--- src/rtl/tick_pkg.sv ---
// rtl/tick_pkg.sv - shared types, constants and round-robin pick for tick_scheduler
package tick_pkg;

  typedef enum logic {
    IDLE  = 1'b0,
    GRANT = 1'b1
  } state_t;

  // Divide-by-8 out of reset: period register holds period minus one
  localparam int DEFAULT_PERIOD = 7;

  // Winner index is wide enough for the largest supported requester count (8)
  typedef struct packed {
    logic       valid;
    logic [2:0] idx;
  } rr_t;

  // Round-robin pick: first set bit of req searching upward from last+1,
  // wrapping modulo n. Requests above bit n-1 are never looked at.
  function automatic rr_t rr_pick(input logic [7:0] req, input logic [2:0] last, input int n);
    rr_t r;
    int  idx;
    r.valid = 1'b0;
    r.idx   = 3'd0;
    for (int k = 1; k <= 8; k++) begin
      idx = (int'(last) + k) % n;
      if (k <= n && !r.valid && req[idx[2:0]]) begin
        r.valid = 1'b1;
        r.idx   = idx[2:0];
      end
    end
    return r;
  endfunction

endpackage

--- src/rtl/tick_divider.sv ---
// rtl/tick_divider.sv - programmable divider producing single-cycle ticks
module tick_divider
  import tick_pkg::*;
#(
  parameter int DIV_W = 8
) (
  input  logic             Clk,
  input  logic             Reset,
  input  logic             enable,
  input  logic             div_load,
  input  logic [DIV_W-1:0] div_value,
  output logic             tick
);

  logic [DIV_W-1:0] r_period;
  logic [DIV_W-1:0] r_counter;
  logic             r_tick;

  // Count enabled cycles; a load restarts the count and suppresses that cycle's tick
  always_ff @(posedge Clk or posedge Reset) begin
    if (Reset) begin
      r_period  <= DIV_W'(DEFAULT_PERIOD);
      r_counter <= '0;
      r_tick    <= 1'b0;
    end else if (div_load) begin
      r_period  <= div_value;
      r_counter <= '0;
      r_tick    <= 1'b0;
    end else if (enable) begin
      if (r_counter == r_period) begin
        r_counter <= '0;
        r_tick    <= 1'b1;
      end else begin
        r_counter <= r_counter + 1'b1;
        r_tick    <= 1'b0;
      end
    end else begin
      r_tick <= 1'b0;
    end
  end

  assign tick = r_tick;

endmodule

--- src/rtl/tick_scheduler.sv ---
// rtl/tick_scheduler.sv - tick generator with round-robin grant/done distribution
module tick_scheduler
  import tick_pkg::*;
#(
  parameter int N_REQ = 4,
  parameter int DIV_W = 8
) (
  input  logic             Clk,
  input  logic             Reset,
  input  logic             enable,
  input  logic             div_load,
  input  logic [DIV_W-1:0] div_value,
  input  logic [N_REQ-1:0] req,
  input  logic [N_REQ-1:0] done,
  input  logic             missed_clr,
  output logic             tick,
  output logic [N_REQ-1:0] grant,
  output logic             busy,
  output logic             missed
);

  logic             w_tick;
  logic [7:0]       w_req8;
  logic [7:0]       w_done8;
  rr_t              w_pick;

  state_t           r_state;
  logic [2:0]       r_last;
  logic [2:0]       r_winner;
  logic [N_REQ-1:0] r_grant;
  logic             r_busy;
  logic             r_missed;

  tick_divider #(
    .DIV_W(DIV_W)
  ) u_divider (
    .Clk      (Clk),
    .Reset    (Reset),
    .enable   (enable),
    .div_load (div_load),
    .div_value(div_value),
    .tick     (w_tick)
  );

  // Requests and completions widened to the package's fixed 8-bit view
  assign w_req8  = 8'(req);
  assign w_done8 = 8'(done);
  assign w_pick  = rr_pick(w_req8, r_last, N_REQ);

  // Grant FSM: a tick hands out one grant, only the winner's done ends it
  always_ff @(posedge Clk or posedge Reset) begin
    if (Reset) begin
      r_state  <= IDLE;
      r_last   <= 3'(N_REQ - 1);
      r_winner <= 3'd0;
      r_grant  <= '0;
      r_busy   <= 1'b0;
      r_missed <= 1'b0;
    end else begin
      // A tick landing on a busy scheduler is lost; setting beats clearing
      if (w_tick && r_state == GRANT) begin
        r_missed <= 1'b1;
      end else if (missed_clr) begin
        r_missed <= 1'b0;
      end

      case (r_state)
        IDLE: begin
          if (w_tick && w_pick.valid) begin
            r_winner <= w_pick.idx;
            r_grant  <= N_REQ'(1) << w_pick.idx;
            r_busy   <= 1'b1;
            r_state  <= GRANT;
          end
        end
        GRANT: begin
          if (w_done8[r_winner]) begin
            r_grant <= '0;
            r_busy  <= 1'b0;
            r_last  <= r_winner;
            r_state <= IDLE;
          end
        end
        default: r_state <= IDLE;
      endcase
    end
  end

  assign tick   = w_tick;
  assign grant  = r_grant;
  assign busy   = r_busy;
  assign missed = r_missed;

endmodule

--- config.mk ---
export PLATFORM = sky130hd
export DESIGN_NAME = tick_scheduler
export DESIGN_NICKNAME = d
export VERILOG_FILES = /design/src/rtl/tick_pkg.sv /design/src/rtl/tick_divider.sv /design/src/rtl/tick_scheduler.sv
export SDC_FILE = /design/constraint.sdc
export NUM_CORES = 1
export LEC_CHECK = 0
export BUFFER_PORTS_ARGS = -buffer_cell sky130_fd_sc_hd__buf_4
export CAP_MARGIN = 25
export CORE_UTILIZATION = 55
export CTS_CLUSTER_DIAMETER = 150
export DETAILED_ROUTE_END_ITERATION = 16
export HOLD_SLACK_MARGIN = 0.15
export PLACE_DENSITY = 0.89
export SLEW_MARGIN = 30
export SYNTH_ARGS = -nofsm -noshare
export SYNTH_HDL_FRONTEND = slang
export SYNTH_SLANG_ARGS = --single-unit
--- constraint.sdc ---
create_clock -name Clk -period 4.46 [get_ports Clk]
set_input_delay 0.892 -clock Clk [delete_from_list [all_inputs] [get_ports Clk]]
set_output_delay 0.892 -clock Clk [all_outputs]
set_load 0.005 [all_outputs]
* After elaboration in Yosys (flattened, before gate mapping)
Index checks and enable logic that the tools add are counted.
Storage, ports and cells: input bits 21, logic and storage cells 76, output and inout bits 7, flip-flop bits (word level) 29
Cells by class: mux-type cells 31, magnitude comparators 5, shift operators 1, add/subtract/negate cells 5, equality and inequality tests 3, bitwise logic cells 5, reductions and logical operators 17
Operator list (count):
- $mux 4 | 6
- $mux 8 | 3
- $lt 3x4->1 const B | 5
- $bmux 1 s3 | 5
- $mux 1 | 14
- $add 8x1->8 const B | 1
- $eq 8x8->1 | 1
- $pmux 4 s2 | 1
- $reduce_or 2->1 | 4
- $reduce_and 2->1 | 3
- $logic_and 1x1->1 | 5
- $add 2x1->2 const B | 2
- $add 2x2->2 const B | 2
- $and 1x1->1 const A | 4
- $pmux 1 s2 | 2
- $reduce_bool 2->1 | 2
- $shl 1x3->4 const A | 1
- $logic_not 1->1 | 3
- $ne 2x1->1 const B | 1
- $ne 2x2->1 const B | 1
- $not 1->1 | 1

* Depth between registers and ports, before layout
word-level depth 18, gate-level depth with buffers 5, depth with buffers taken out 4

* Modules after synthesis
From an unflattened synthesis, not the netlist that was laid out.
Second synthesis, totals: cell total of the unflattened synthesis 121, area, all modules 1467.7 µm²
Modules (own cells, without submodules):
- tick_divider | times used 1, sequential area each 429.2 µm², cells each 73, area an instance 898.4 µm²
- tick_scheduler | times used 1, sequential area each 277.8 µm², cells each 48, area an instance 569.3 µm²

* Least setup slack after synthesis
OpenSTA, ideal clock, no wires.
kind input to register, start point in req[1], end point reg r_winner[0], stages 4, path buffers 1, path slack 2.318 ns, data required time 4.335 ns, arrival time 2.017 ns, library setup time 0.125 ns, path through or4_1 -> and3b_1 -> buf_6 -> mux2_4
On the way: cells in the longest elaborated chain, start to end 14, elaborated cells between the ends (all ways) 20, those cells by class 12 x mux; 8 x reduce/logical
Ends and longest elaborated chain:
- start, declared | line tick_scheduler.sv:13 | input logic [N_REQ-1:0] req,
- $bmux 1 s3 | line tick_pkg.sv:27 | if (k <= n && !r.valid && req[idx[2:0]]) begin
- $mux 1 (not written as such) | line tick_pkg.sv:27
- $mux 4 | line tick_pkg.sv:27
- $logic_not 1->1 | line tick_pkg.sv:27
- $logic_and 1x1->1 | line tick_pkg.sv:27
- $mux 4 | line tick_pkg.sv:27
- $logic_not 1->1 | line tick_pkg.sv:27
- $logic_and 1x1->1 | line tick_pkg.sv:27
- $mux 4 | line tick_pkg.sv:27
- $logic_not 1->1 | line tick_pkg.sv:27
- $logic_and 1x1->1 | line tick_pkg.sv:27
- $mux 4 (*) | line tick_pkg.sv:27
- $logic_and 1x1->1 | line tick_scheduler.sv:69 | if (w_tick && w_pick.valid) begin
- $reduce_and 2->1 (no source line)
- end signal, assigned | line tick_scheduler.sv:70 | r_winner <= w_pick.idx;
- end, declared | line tick_scheduler.sv:29 | logic [2:0] r_winner;
Mark *: on every way between the ends. The rest lies on a longest branch, timed or not. The select of a mux whose other input is x is not followed. A chain may end at the register's enable or synchronous reset.

* Worst setup path after layout
Ends and elaborated chain as after synthesis.

==> summary.md <==
| Metric | Value |
|---|---|
| Core Area | `2297 sq um` |
| Max_cap viols | `0` |
| CP endpoint kind | `flop` |
| Pin count of the biggest net entering global routing | `29` |
| Arrival @ worst endpoint | `2170 ps` |
| Max H-tree Level | `1` |
| Yosys reg bits | `28` |
| FF-to-FF Start | `u_divider.r_period[0]` |
| Period utilization | `43.63%` |
| Average wire per standard cell | `14.42 um` |
| Int Power | `362.2 uW` |
| Endpoints failing hold | `0` |
| Worst rel slew slack | `56.55%` |
| Die area | `2744 sq um` |
| Switching share of power | `24.15%` |
| Worst vdd ir | `0.2743 mV` |
| Clk sinks | `28` |
| Layout area overhead | `18.01%` |
| Initial DRC count | `14` |
| CTS tree | `done` |
| Uppermost layer routed | `met4` |
| Worst setup SP type | `input port` |
| Lkg Pwr | `0.7213 nW` |
| RSZ-0062 raised after global routing | `false` |
| Psw | `115.3 uW` |
| GPL Wtd Cong | `0.8375` |
| Vias | `1045` |
| Syn avg cell area | `10.99 sq um` |
| Drt via density | `5.742` |
| Clk_lat worst skew | `330 ps` |
| Overall routing resource usage | `22.15%` |
| Post-synthesis cell type count | `34` |
| Most frequent cells in the layout | `buf_4 (27), dfrtp_1 (23), nand2_1 (12)` |
| Antenna cell count | `0` |
| Status | `completed` |
| Io pins | `28` |
| Critical path type | `input port to flop` |
| Mapped Cells | `127` |
| DRC | `0` |
| Sequential power share | `59.7%` |
| FP Rows | `17` |
| Remaining antenna violation count | `0` |
| Hold wc startpoint | `grant[0]` |
| Max Clock Skew | `3.461 ps` |
| Setup WS pre-CTS | `2165 ps` |
| M1 wire length | `1.107 mm` |
| Nets | `177` |
| Max FO, Critical Path | `5` |
| Grt ovf | `0` |
| Postcts setup bufs | `0` |
| Post-route insts no fill | `182` |
| Fillers | `183` |
| Maximum buffer depth of the clock tree | `2` |
| Setup ws final | `2514 ps` |
| First-pass GRT wire length | `4.381 mm` |
| Port bufs | `27` |
| Cts repair resizes | `0` |
| Cts bufs inserted | `3` |
| Ys Warns | `0` |
| Die Y-Extent | `52.39 um` |
| Part of the power in combinational logic | `14.8%` |
| Setup_tns | `0 ps` |
| Final core occ | `71.73%` |
| DP HPWL | `1.988 mm` |
| Clk network pwr share | `25.5%` |
| Seq/Total Area, Yosys | `50.63%` |
| Vias in the first global route | `1051` |
| Mapped Area | `1396 sq um` |
| DR WL met3 | `65 um` |
| Reg clk slew, reported paths | `140 ps` |
| Placed Cells | `178` |
| Routed length on met2 | `1.424 mm` |
| CP required | `4690 ps` |
| Register area | `706.9 sq um` |
| CP Launch Point | `req[1]` |
| Fin crit period | `1946 ps` |
| Hold crit path type | `flop to flop` |
| Detailed Route WL | `2.624 mm` |
| Max Transition Viols Final | `0` |
| Die width | `52.39 um` |
| Share of post-route cells with drive strength above 1 | `33.77%` |
| Starting Density | `60.78%` |
| Fmax | `513.9 MHz` |
| # setup viols final | `0` |
| Initial antenna violation count | `0` |
| Root buffer cell | `clkbuf_4` |
| Slew of the pin with the lowest slew margin | `646.7 ps` |
| Detailed Routing Iterations Pass 1 | `6` |
| Commonest non-fill, non-tap cell in the layout | `buf_4` |
| Area occupied by multi-input gates | `651.9 sq um` |
| Pwr/cell area | `289.8 nW/um^2` |
| Syn Nets | `149` |
| Post-CTS Hold Fix Bufs | `0` |
Yosys cell counts:
cell type  instances  area [sq um]
dfrtp_1           23         575.6
nand2_1           12         45.04
mux2_2            10         112.6
xnor2_1           10         87.58
nor3_1             8         40.04
a21oi_1            5         25.02
dfstp_2            5         131.4
nor2_1             5         18.77
inv_1              4         15.01
nor2b_1            4         25.02
o21ai_0            4         20.02
xor2_1             4         35.03
clkbuf_1           3         11.26
nand4_1            3         18.77
o2bb2ai_1          3         26.28
and3b_1            2         17.52
mux2i_1            2         20.02
nand2b_1           2         12.51
o2111ai_1          2         17.52
or2_2              2         12.51
a21o_2             1         8.760
a22o_1             1         8.760
a32o_1             1         10.01
and3_1             1         6.260
buf_6              1         11.26
ha_1               1         12.51
mux2_4             1         15.01
nand3b_1           1         7.510
nor2_4             1         11.26
nor4_1             1         6.260
o211ai_1           1         7.510
o221ai_1           1         8.760
o31ai_1            1         7.510
or4_1              1         7.510
cell families (layout without fill, tap and decap cells):
| family | Yosys count | after routing | share of synthesized area, % |
|---|---|---|---|
| flip-flops | 28 | 28 | 50.63 |
| XOR/XNOR | 14 | 14 | 8.781 |
| multiplexers | 13 | 13 | 10.57 |
| AO/OA/AOI/OAI | 20 | 20 | 10.04 |
| adder cells (fa/ha/maj) | 1 | 1 | 0.8959 |
| buffers and inverters | 8 | 35 | 2.688 |
| AND/OR/NAND/NOR | 43 | 43 | 16.40 |
worst paths after layout:
path / endpoint / slack (ps) / depth (start not counted)
hold / removal: grant[0] / 520 / 1
setup / recovery: r_winner[0] / 2510 / 4
min in group asynchronous: r_winner[0] / 610 / 2
max in group asynchronous: u_divider.r_period[0] / 3480 / 2
hold reg to reg: grant[0] / 520 / 1
setup reg to reg: u_divider.r_counter[4] / 2780 / 4
stage by stage:
| step | hold slack, ps | area [sq um] | total power [mW] |
|---|---|---|---|
| CTS | 522.1 | 1648 | 0.4826 |
| detailed placement | 485.7 | 1612 | 0.3613 |
| global route | 527.5 | 1648 | 0.4999 |
| finish | 521.8 | 1648 | 0.4775 |
| global placement | 479.1 | 1612 | 0.3556 |
| floorplan | 479.4 | 1396 | 0.3280 |
state kept, by name, summed over array words and instances (netlist names):
register,count
u_divider.r_counter,8
u_divider.r_period,8
grant,4
r_last,2
r_winner,2
busy,1
missed,1
r_state,1
u_divider.tick,1
cell type report:
class / instances / area share [%]
Multi-Input combinational cell: 91 / 39.56
Sequential cell: 28 / 42.90
Timing Repair Buffer: 27 / 12.30
Clock buffer: 4 / 2.202
Tap cell: 28 / 2.126
Inverter: 4 / 0.9112
routing by layer:
metal / GRT usage (%) / up-vias
li1: - / 504
met3: 3.478 / 4
met4: 9.211 / 0
met5: 0 / -
met1: 25.81 / 520
met2: 39.87 / 17
worst max-delay path, cell delays in order:
cell and delay (ps):
buf_4 120, or4_1 540, and3b_1 300, mux2_4 320
power groups by stage:
| stage | Clock, mW | Combinational (mW) | Sequential [mW] |
|---|---|---|---|
| 4_1_cts | 0.126 | 0.0717 | 0.285 |
| 5_1_grt | 0.134 | 0.0785 | 0.287 |
| 6_report | 0.122 | 0.0707 | 0.285 |
| 3_3_place_gp | 0 | 0.0669 | 0.289 |
| 3_5_place_dp | 0 | 0.0713 | 0.290 |
| 2_1_floorplan | 0 | 0.0411 | 0.287 |
No activity file was read; power rests on OpenSTA's default activity.
